File: config.mk
export PLATFORM = sky130hd
export DESIGN_NAME = mult_div_unit
export DESIGN_NICKNAME = d
export VERILOG_FILES = /design/src/rtl/mult_div_unit_pkg.sv /design/src/rtl/mult_div_unit_adder.sv /design/src/rtl/mult_div_unit.sv
export SDC_FILE = /design/constraint.sdc
export NUM_CORES = 1
export LEC_CHECK = 0
export CORE_ASPECT_RATIO = 0.5
export CORE_MARGIN = 2
export CORE_UTILIZATION = 59
export DETAILED_ROUTE_END_ITERATION = 8
export PLACE_DENSITY = 0.83
export SKIP_CTS_REPAIR_TIMING = 1
export SLEW_MARGIN = 20
export SYNTH_ARGS = -nofsm -noshare
export SYNTH_HDL_FRONTEND = slang
export SYNTH_SLANG_ARGS = --single-unit
File: constraint.sdc
create_clock -name clk -period 10.5 [get_ports clk]
set_input_delay 2.1 -clock clk [delete_from_list [all_inputs] [get_ports clk]]
set_output_delay 2.1 -clock clk [all_outputs]
set_load 0.01 [all_outputs]
File: src/rtl/mult_div_unit_pkg.sv
// Shared encodings for the multiply/divide unit: operation codes, FSM states
// and the two's-complement helpers used for sign handling.
package mult_div_unit_pkg;

  localparam logic [1:0] MD_OP_MULTU = 2'b00;
  localparam logic [1:0] MD_OP_MULT  = 2'b01;
  localparam logic [1:0] MD_OP_DIVU  = 2'b10;
  localparam logic [1:0] MD_OP_DIV   = 2'b11;

  localparam logic [1:0] MD_ST_IDLE = 2'd0;
  localparam logic [1:0] MD_ST_PREP = 2'd1;
  localparam logic [1:0] MD_ST_RUN  = 2'd2;
  localparam logic [1:0] MD_ST_FIX  = 2'd3;

  typedef enum logic [1:0] {
    StIdle = MD_ST_IDLE,
    StPrep = MD_ST_PREP,
    StRun  = MD_ST_RUN,
    StFix  = MD_ST_FIX
  } md_state_e;

  function automatic logic [31:0] md_neg(input logic [31:0] v);
    return ~v + 32'd1;
  endfunction

  // 0x80000000 maps onto itself and is then read as an unsigned magnitude.
  function automatic logic [31:0] md_abs(input logic [31:0] v, input logic is_signed);
    return (is_signed && v[31]) ? md_neg(v) : v;
  endfunction

endpackage

File: src/rtl/mult_div_unit_adder.sv
// Flag-producing ripple adder shared by the execute stage; O_out = a_in + b_in + cin.
module mult_div_unit_adder #(
  parameter int WIDTH = 32
) (
  input  logic [WIDTH-1:0] a_in,
  input  logic [WIDTH-1:0] b_in,
  input  logic             cin,
  output logic [WIDTH-1:0] O_out,
  output logic             zero,
  output logic             carry,
  output logic             overflow,
  output logic             negative
);

  logic [WIDTH:0] w_sum;

  always_comb begin
    w_sum = {1'b0, a_in} + {1'b0, b_in} + {{WIDTH{1'b0}}, cin};
  end

  assign O_out    = w_sum[WIDTH-1:0];
  assign carry    = w_sum[WIDTH];
  assign zero     = (w_sum[WIDTH-1:0] == '0);
  assign negative = w_sum[WIDTH-1];
  assign overflow = (a_in[WIDTH-1] == b_in[WIDTH-1]) && (w_sum[WIDTH-1] != a_in[WIDTH-1]);

endmodule

File: src/rtl/mult_div_unit.sv
// Multi-cycle MIPS mult/multu/div/divu engine owning HI/LO; one add or subtract
// per cycle through the shared adder, fixed 34-cycle latency from start to done.
module mult_div_unit
  import mult_div_unit_pkg::*;
#(
  parameter int WIDTH = 32,
  parameter int ITER  = 32
) (
  input  logic             clk,
  input  logic             rst,
  input  logic             start,
  input  logic [1:0]       op,
  input  logic [WIDTH-1:0] a_in,
  input  logic [WIDTH-1:0] b_in,
  input  logic             hi_we,
  input  logic             lo_we,
  input  logic [WIDTH-1:0] wdata,
  output logic             busy,
  output logic             done,
  output logic             div_by_zero,
  output logic [WIDTH-1:0] hi,
  output logic [WIDTH-1:0] lo
);

  localparam int CntW = $clog2(ITER);
  localparam logic [CntW-1:0] CntLast = CntW'(ITER - 1);
  localparam logic [2*WIDTH-1:0] ProdOne = {{(2*WIDTH-1){1'b0}}, 1'b1};

  md_state_e        r_state;
  logic [1:0]       r_op;
  logic [WIDTH-1:0] r_a;
  logic [WIDTH-1:0] r_b;
  logic [WIDTH-1:0] r_acc_hi;
  logic [WIDTH-1:0] r_acc_lo;
  logic [WIDTH-1:0] r_mcand;
  logic [CntW-1:0]  r_cnt;
  logic             r_neg_q;
  logic             r_neg_r;
  logic             r_busy;
  logic             r_done;
  logic             r_dbz;
  logic [WIDTH-1:0] r_hi;
  logic [WIDTH-1:0] r_lo;

  logic             w_is_div;
  logic             w_prep_signed;
  logic [WIDTH-1:0] w_rem_sh;
  logic [WIDTH-1:0] w_add_a;
  logic [WIDTH-1:0] w_add_b;
  logic             w_add_cin;
  logic [WIDTH-1:0] w_sum;
  logic             w_carry;
  logic             w_sub_ok;
  logic [2*WIDTH-1:0] w_prod;
  logic [2*WIDTH-1:0] w_prod_neg;
  logic             w_unused_zero;
  logic             w_unused_ovf;
  logic             w_unused_neg;

  assign w_is_div      = r_op[1];
  assign w_prep_signed = r_op[0];

  // Divide: remainder picks up the quotient register's msb on each shift.
  assign w_rem_sh  = {r_acc_hi[WIDTH-2:0], r_acc_lo[WIDTH-1]};
  assign w_add_a   = w_is_div ? w_rem_sh : r_acc_hi;
  assign w_add_b   = w_is_div ? ~r_mcand : (r_acc_lo[0] ? r_mcand : '0);
  assign w_add_cin = w_is_div;
  assign w_sub_ok  = r_acc_hi[WIDTH-1] | w_carry;

  assign w_prod     = {r_acc_hi, r_acc_lo};
  assign w_prod_neg = ~w_prod + ProdOne;

  mult_div_unit_adder #(
    .WIDTH(WIDTH)
  ) u_adder (
    .a_in    (w_add_a),
    .b_in    (w_add_b),
    .cin     (w_add_cin),
    .O_out   (w_sum),
    .zero    (w_unused_zero),
    .carry   (w_carry),
    .overflow(w_unused_ovf),
    .negative(w_unused_neg)
  );

  always_ff @(posedge clk or posedge rst) begin
    if (rst) begin
      r_state  <= StIdle;
      r_op     <= MD_OP_MULTU;
      r_a      <= '0;
      r_b      <= '0;
      r_acc_hi <= '0;
      r_acc_lo <= '0;
      r_mcand  <= '0;
      r_cnt    <= '0;
      r_neg_q  <= 1'b0;
      r_neg_r  <= 1'b0;
      r_busy   <= 1'b0;
      r_done   <= 1'b0;
      r_dbz    <= 1'b0;
      r_hi     <= '0;
      r_lo     <= '0;
    end else begin
      r_done <= 1'b0;
      unique case (r_state)
        StIdle: begin
          if (hi_we) r_hi <= wdata;
          if (lo_we) r_lo <= wdata;
          if (start) begin
            r_op    <= op;
            r_a     <= a_in;
            r_b     <= b_in;
            r_busy  <= 1'b1;
            r_state <= StPrep;
          end
        end
        StPrep: begin
          r_neg_q  <= w_prep_signed & (r_a[WIDTH-1] ^ r_b[WIDTH-1]);
          r_neg_r  <= w_prep_signed & r_a[WIDTH-1];
          r_acc_hi <= '0;
          if (w_is_div) begin
            r_acc_lo <= md_abs(r_a, w_prep_signed);
            r_mcand  <= md_abs(r_b, w_prep_signed);
          end else begin
            r_acc_lo <= md_abs(r_b, w_prep_signed);
            r_mcand  <= md_abs(r_a, w_prep_signed);
          end
          r_cnt   <= '0;
          r_state <= StRun;
        end
        StRun: begin
          if (w_is_div) begin
            r_acc_hi <= w_sub_ok ? w_sum : w_rem_sh;
            r_acc_lo <= {r_acc_lo[WIDTH-2:0], w_sub_ok};
          end else begin
            {r_acc_hi, r_acc_lo} <= {w_carry, w_sum, r_acc_lo[WIDTH-1:1]};
          end
          r_cnt <= r_cnt + CntW'(1);
          if (r_cnt == CntLast) r_state <= StFix;
        end
        StFix: begin
          if (w_is_div && (r_mcand == '0)) begin
            // Divide by zero: report original dividend, no sign correction.
            r_hi  <= r_a;
            r_lo  <= '1;
            r_dbz <= 1'b1;
          end else if (w_is_div) begin
            r_hi  <= r_neg_r ? md_neg(r_acc_hi) : r_acc_hi;
            r_lo  <= r_neg_q ? md_neg(r_acc_lo) : r_acc_lo;
            r_dbz <= 1'b0;
          end else begin
            {r_hi, r_lo} <= r_neg_q ? w_prod_neg : w_prod;
            r_dbz        <= 1'b0;
          end
          r_done  <= 1'b1;
          r_busy  <= 1'b0;
          r_state <= StIdle;
        end
        default: r_state <= StIdle;
      endcase
    end
  end

  assign busy        = r_busy;
  assign done        = r_done;
  assign div_by_zero = r_dbz;
  assign hi          = r_hi;
  assign lo          = r_lo;

endmodule

# After elaboration in Yosys (flattened, before gate mapping)
# Index checks and enable logic that the tools add are counted.
# totals
ff_bits	238
in_bits	103
elab_cells	84
output_inout_bits	67
# op_classes
eq_ne	8
bitwise_logic	10
muxes	31
reduce_logical	12
n_addsub	8
# op_table
cell	n
$mux W32	18
$pmux W32 S2	4
$not A32 Y32	5
$add A32 B1 Y32 const B	4
$add A64 B1 Y64 const B	1
$mux W64	1
$not A64 Y64	1
$add A32 B32 Y33	1
$add A33 B1 Y33	1
$logic_not A32 Y1	1
$pmux W5 S2	1
$reduce_and A2 Y1	5
$ne A2 B2 Y1 const B	4
$pmux W2 S4	1
$add A5 B1 Y5 const B	1
$eq A5 B5 Y1 const B	1
$eq A2 B2 Y1 const B	2
$mux W2	2
$reduce_bool A2 Y1	2
$logic_and A1 B1 Y1	3
$mux W1	3
$and A1 B1 Y1	2
$eq A2 B1 Y1 const B	1
$logic_not A2 Y1	1
other kinds (3)	3

# Depth between registers and ports, before layout
# logic_depth
ltp_word	8
mapped_depth	19
ltp_nobuf	14

# Modules after synthesis
# Synthesis repeated with hierarchy kept, for this count alone.
# hier_totals
cells_unflattened	2074
area_unflattened_um2	17106.4
# by_module_without_submodules
module	seq_area_each_um2	cells_per_inst	area_each_um2	instances
mult_div_unit	5955.7	1798	15208.3	1
mult_div_unit_adder	0.0	276	1898.1	1

# Worst setup path before layout
# OpenSTA, ideal clock, no wires.
# synth_path
kind	register -> register
start	reg r_op[1]
end	reg r_acc_hi[15]
arrival_time_ns	5.333
path_buffers	6
synth_period_minus_slack_ns	5.474
setup_ns	0.141
required_ns	10.359
stages_incl_launch_ff	19
setup_slack_ns	5.026
path_cell_list	dfrtp_1 clkbuf_1 inv_1 clkbuf_1 clkbuf_1 clkbuf_1 clkbuf_1 o21ai_0 fa_1 fa_1 a211oi_1 o211ai_1 a211oi_1 nor3_1 o31ai_1 clkbuf_1 mux2_2 a21oi_1 o22ai_1
# synth_between
elab_chain_len	7
word_cells_on_any_way	8
cone_classes	add/sub (2); mux (5); bitwise (1)
# synth_lines
item	line	rtl
from (decl)	mult_div_unit.sv:30	logic [1:0] r_op;
from (signal assigned)	mult_div_unit.sv:110	r_op <= op;
$mux W32, on equally long branches	mult_div_unit.sv:65, mult_div_unit.sv:66	
$add A32 B32 Y33	mult_div_unit_adder.sv:18	w_sum = {1'b0, a_in} + {1'b0, b_in} + {{WIDTH{1'b0}}, cin};
$add A33 B1 Y33	mult_div_unit_adder.sv:18	
$or A1 B1 Y1	mult_div_unit.sv:68	assign w_sub_ok = r_acc_hi[WIDTH-1] | w_carry;
$mux W32	mult_div_unit.sv:133	r_acc_hi <= w_sub_ok ? w_sum : w_rem_sh;
$mux W32 (*)	mult_div_unit.sv:132	if (w_is_div) begin
$pmux W32 S2 (*)	mult_div_unit.sv:105	unique case (r_state)
to (signal assigned)	mult_div_unit.sv:133	
to (signal assigned)	mult_div_unit.sv:136	{r_acc_hi, r_acc_lo} <= {w_carry, w_sum, r_acc_lo[WIDTH-1:1]};
to (decl)	mult_div_unit.sv:33	logic [WIDTH-1:0] r_acc_hi;
# Every way passes the cells marked *; elsewhere a longest branch is shown, timed or not.
# A chain may end at the register's enable or synchronous reset.

# Final worst setup path
# layout_path
start	reg r_op[1]
end	reg r_acc_hi[4]
# The elaborated chain is that of the path after synthesis.

==> results.md <==
- Outcome: finished, final reports clean
- RSZ-0062 raised after global routing: no
- Comb pwr share: 0.597
- Port bufs: 169
- Final wirelength: 59.3 mm
- Yosys top cell area share: 0.353
- GR Overflow Total: 0
- Crit-path max FO: 91
- Final core utilization: 0.704
- Synth Warn #: 0
- Io pins: 170
- Core area: 27900 µm²
- Global-route wire length before repair: 89.0 mm
- Sequential power share: 0.271
- Fin crit period: 6.24 ns
- Static Leakage: 0.00811 µW
- Initial antenna violation count: 1
- ANT nets after route: 0
- Synth-to-layout area growth: 16.5%
- Peak Freq: 160 MHz
- CTS H-tree lvls: 1
- Max-slew violations: 0
- Clk root buf: clkbuf_16
- Fraction of layout cells with a size suffix above 1: 0.111
- Post-Syn Area: 16900 µm²
- Die ar.: 30000 µm²
- Largest net degree at the start of global routing: 101
- Crit end category: flop
- Worst Path Required: 10.90 ns
- Post-synth top flop: dfrtp_1
- Cell count after synthesis: 1931
- Number of enable flip-flop cells after synthesis: 0
- Routability Congestion: 1.00
- Finished Layout Cells: 2414
- Clock power frac: 0.131
- Worst min path class: reg2reg
- Hold Fails Final Rpt: 0
- Setup CP Type: reg2reg
- Syn nets: 2078
- Most used cell, CP: buf_4
- Leading cell type in the layout, fill and taps excluded: dfrtp_1
- CTS tree: done
- Crit path max-delay family: compound AO/OA/AOI/OAI gates
- Initial DRC count: 2368
- GRT Total Usage: 0.390
- Area contributors post-synth: dfrtp_1 (35%), mux2_2 (7.3%), o21ai_0 (5.2%)
- Post-route DRC violation count: 0
- TNS Setup: 0 ns
- Vias in the first global route: 14800
- Pwr Total: 7630 µW
- Post-DP HPWL: 43.6 mm
- Worst Path Buf+Inv: 3
- Most frequent cells in the layout: dfrtp_1 (237), nand2_1 (224), o21ai_0 (176), clkdlybuf4s50_1 (169), nor2_1 (151)
- Filler Cells Inserted: 2138
- Sw frac: 0.505
- First drt pass iteration count: 9
- Max Cap Viol: 0
- VDD IR max: 0.000253 V
- Actual slew at the worst max-slew pin: 1.03 ns
- Clock slew at reported path FFs: 0.07 ns
- Sequential area share after synthesis: 0.353
- Worst path max stage delay: 0.76 ns
- Worst setup SP type: flop
- Avg Cell Area, Syn: 8.73 µm²
- Die height: 124 µm
- Avg WL per Cell: 24.5 µm
- Sw Pwr: 3850 µW
- CP arrival: 6.63 ns
- Clk sink count: 238
- Post-synth top area cell: dfrtp_1
- Cell variety after synth: 85
- TritonCTS buffer count: 24
- Crit-path slowest cell: buf_4
- Row cnt: 43
- Vias per inst: 6.82
- Max clock buf depth: 3
- Cell Chain, Critical Path: buf_4 -> nor2_2 -> buf_4 -> nand2_1 -> o21ai_0 -> fa_1 -> fa_1 -> a211oi_1 -> o211ai_1 -> a211oi_1 -> nor3_1 -> o31ai_4 -> buf_4 -> mux2_2 -> a21oi_1 -> o22ai_1
- Tcrit/Tclk final: 0.594
- Hold WS: 0.479 ns
- # setup viols final: 0
- Placed Cells: 2369
- Synth async-reset ratio: 1.00
- PD cells: 389 nW/µm²
- Layout Nets: 2160
- Synthesized flop and latch total: 238
- Int Power: 3780 µW
- Initial core utilization: 0.604
- Die span in x: 243 µm
- Clk_lat worst skew: 0.55 ns
- Total number of vias: 16500
- Slew HR: 0.311
- Clock Skews: 0.0127 ns
==> synth_stat cells, drive strengths merged (15+ instances only) <==
cell,instances
a211oi,18
a21o,23
a21oi,105
a311oi,15
buf,18
clkbuf,115
dfrtp,238
ha,42
inv,50
mux2,110
mux2i,32
nand2,225
nand2b,26
nand3,21
nor2,152
nor2b,19
nor3,35
nor4,19
o211ai,24
o21ai,181
o221ai,15
o22ai,58
o31ai,28
or4,16
xnor2,91
xor2,53
==> power by group through the flow <==
| stage | sequential [µW] | clock [µW] | combinational, µW |
|---|---|---|---|
| finish | 2070 | 1000 | 4560 |
| global route | 2080 | 1040 | 4890 |
| CTS | 2000 | 1000 | 4400 |
| detailed placement | 2010 | 0 | 4360 |
| global placement | 2000 | 0 | 4280 |
| floorplan | 1760 | 0 | 3110 |
==> worst paths after layout <==
kind	startpoint	endpoint	slack, ns	cells after the start
worst max-delay path	r_op[1]	r_acc_hi[4]	4.26	16
worst min-delay path	lo[15]	lo[15]	0.48	2
worst max register to register	r_op[1]	r_acc_hi[4]	4.26	16
worst min register to register	lo[15]	lo[15]	0.48	2
max in group asynchronous	rst	r_op[1]	7.08	3
min in group asynchronous	rst	busy	2.10	2
==> cell families after synthesis <==
| kind of cell | after synthesis | share of synthesized area |
|---|---|---|
| and+or+nand+nor | 591 | 0.167 |
| AOI/OAI and AO/OA | 577 | 0.222 |
| DFF | 238 | 0.353 |
| buffers and inverters | 184 | 0.0419 |
| muxes | 153 | 0.107 |
| xor gates and xnor gates | 144 | 0.0748 |
| adders and majority gates | 44 | 0.0335 |
==> area by class of cell <==
class,instances,area [µm²],share of cell area
Antenna cell,1,2.50,0.000127
Clock buffer,27,643,0.0327
Clock inverter,17,268,0.0136
Inverter,51,199,0.0101
Multi-Input combinational cell,1509,10300,0.522
Sequential cell,238,5960,0.303
Tap cell,382,478,0.0243
Timing Repair Buffer,189,1850,0.0939
==> state kept, by name, summed over array words and instances, names as in the netlist <==
signal / count
hi: 32
lo: 32
r_a: 32
r_acc_hi: 32
r_acc_lo: 32
r_b: 32
r_mcand: 32
r_cnt: 5
r_op: 2
r_state: 2
busy: 1
div_by_zero: 1
done: 1
r_neg_q: 1
r_neg_r: 1
==> metrics by stage <==
stage / cell area (µm²) / setup slack [ns]
after global placement: 18700 / 4.61
after CTS: 19600 / 4.44
after floorplan: 16900 / 1.87
final: 19600 / 4.26
after global routing: 19600 / 3.94
after detailed placement: 18700 / 4.48
==> metal layers <==
metal / track usage / routed length [µm] / vias to the layer above
met5: 0 / 0 / -
li1: - / - / 7234
met4: 0.0790 / 1310 / 0
met2: 0.550 / 23900 / 1147
met1: 0.559 / 24400 / 7968
met3: 0.162 / 9650 / 118
==> worst reg2reg max path, cell delays in order, from the launching register on <==
cell	delay [ns]
dfrtp_4	0.53
buf_4	0.76
nor2_2	0.06
buf_4	0.28
nand2_1	0.11
o21ai_0	0.15
fa_1	0.48
fa_1	0.44
a211oi_1	0.31
o211ai_1	0.18
a211oi_1	0.70
nor3_1	0.21
o31ai_4	0.75
buf_4	0.51
mux2_2	0.41
a21oi_1	0.15
o22ai_1	0.08
No activity file was read; power rests on OpenSTA's default activity.
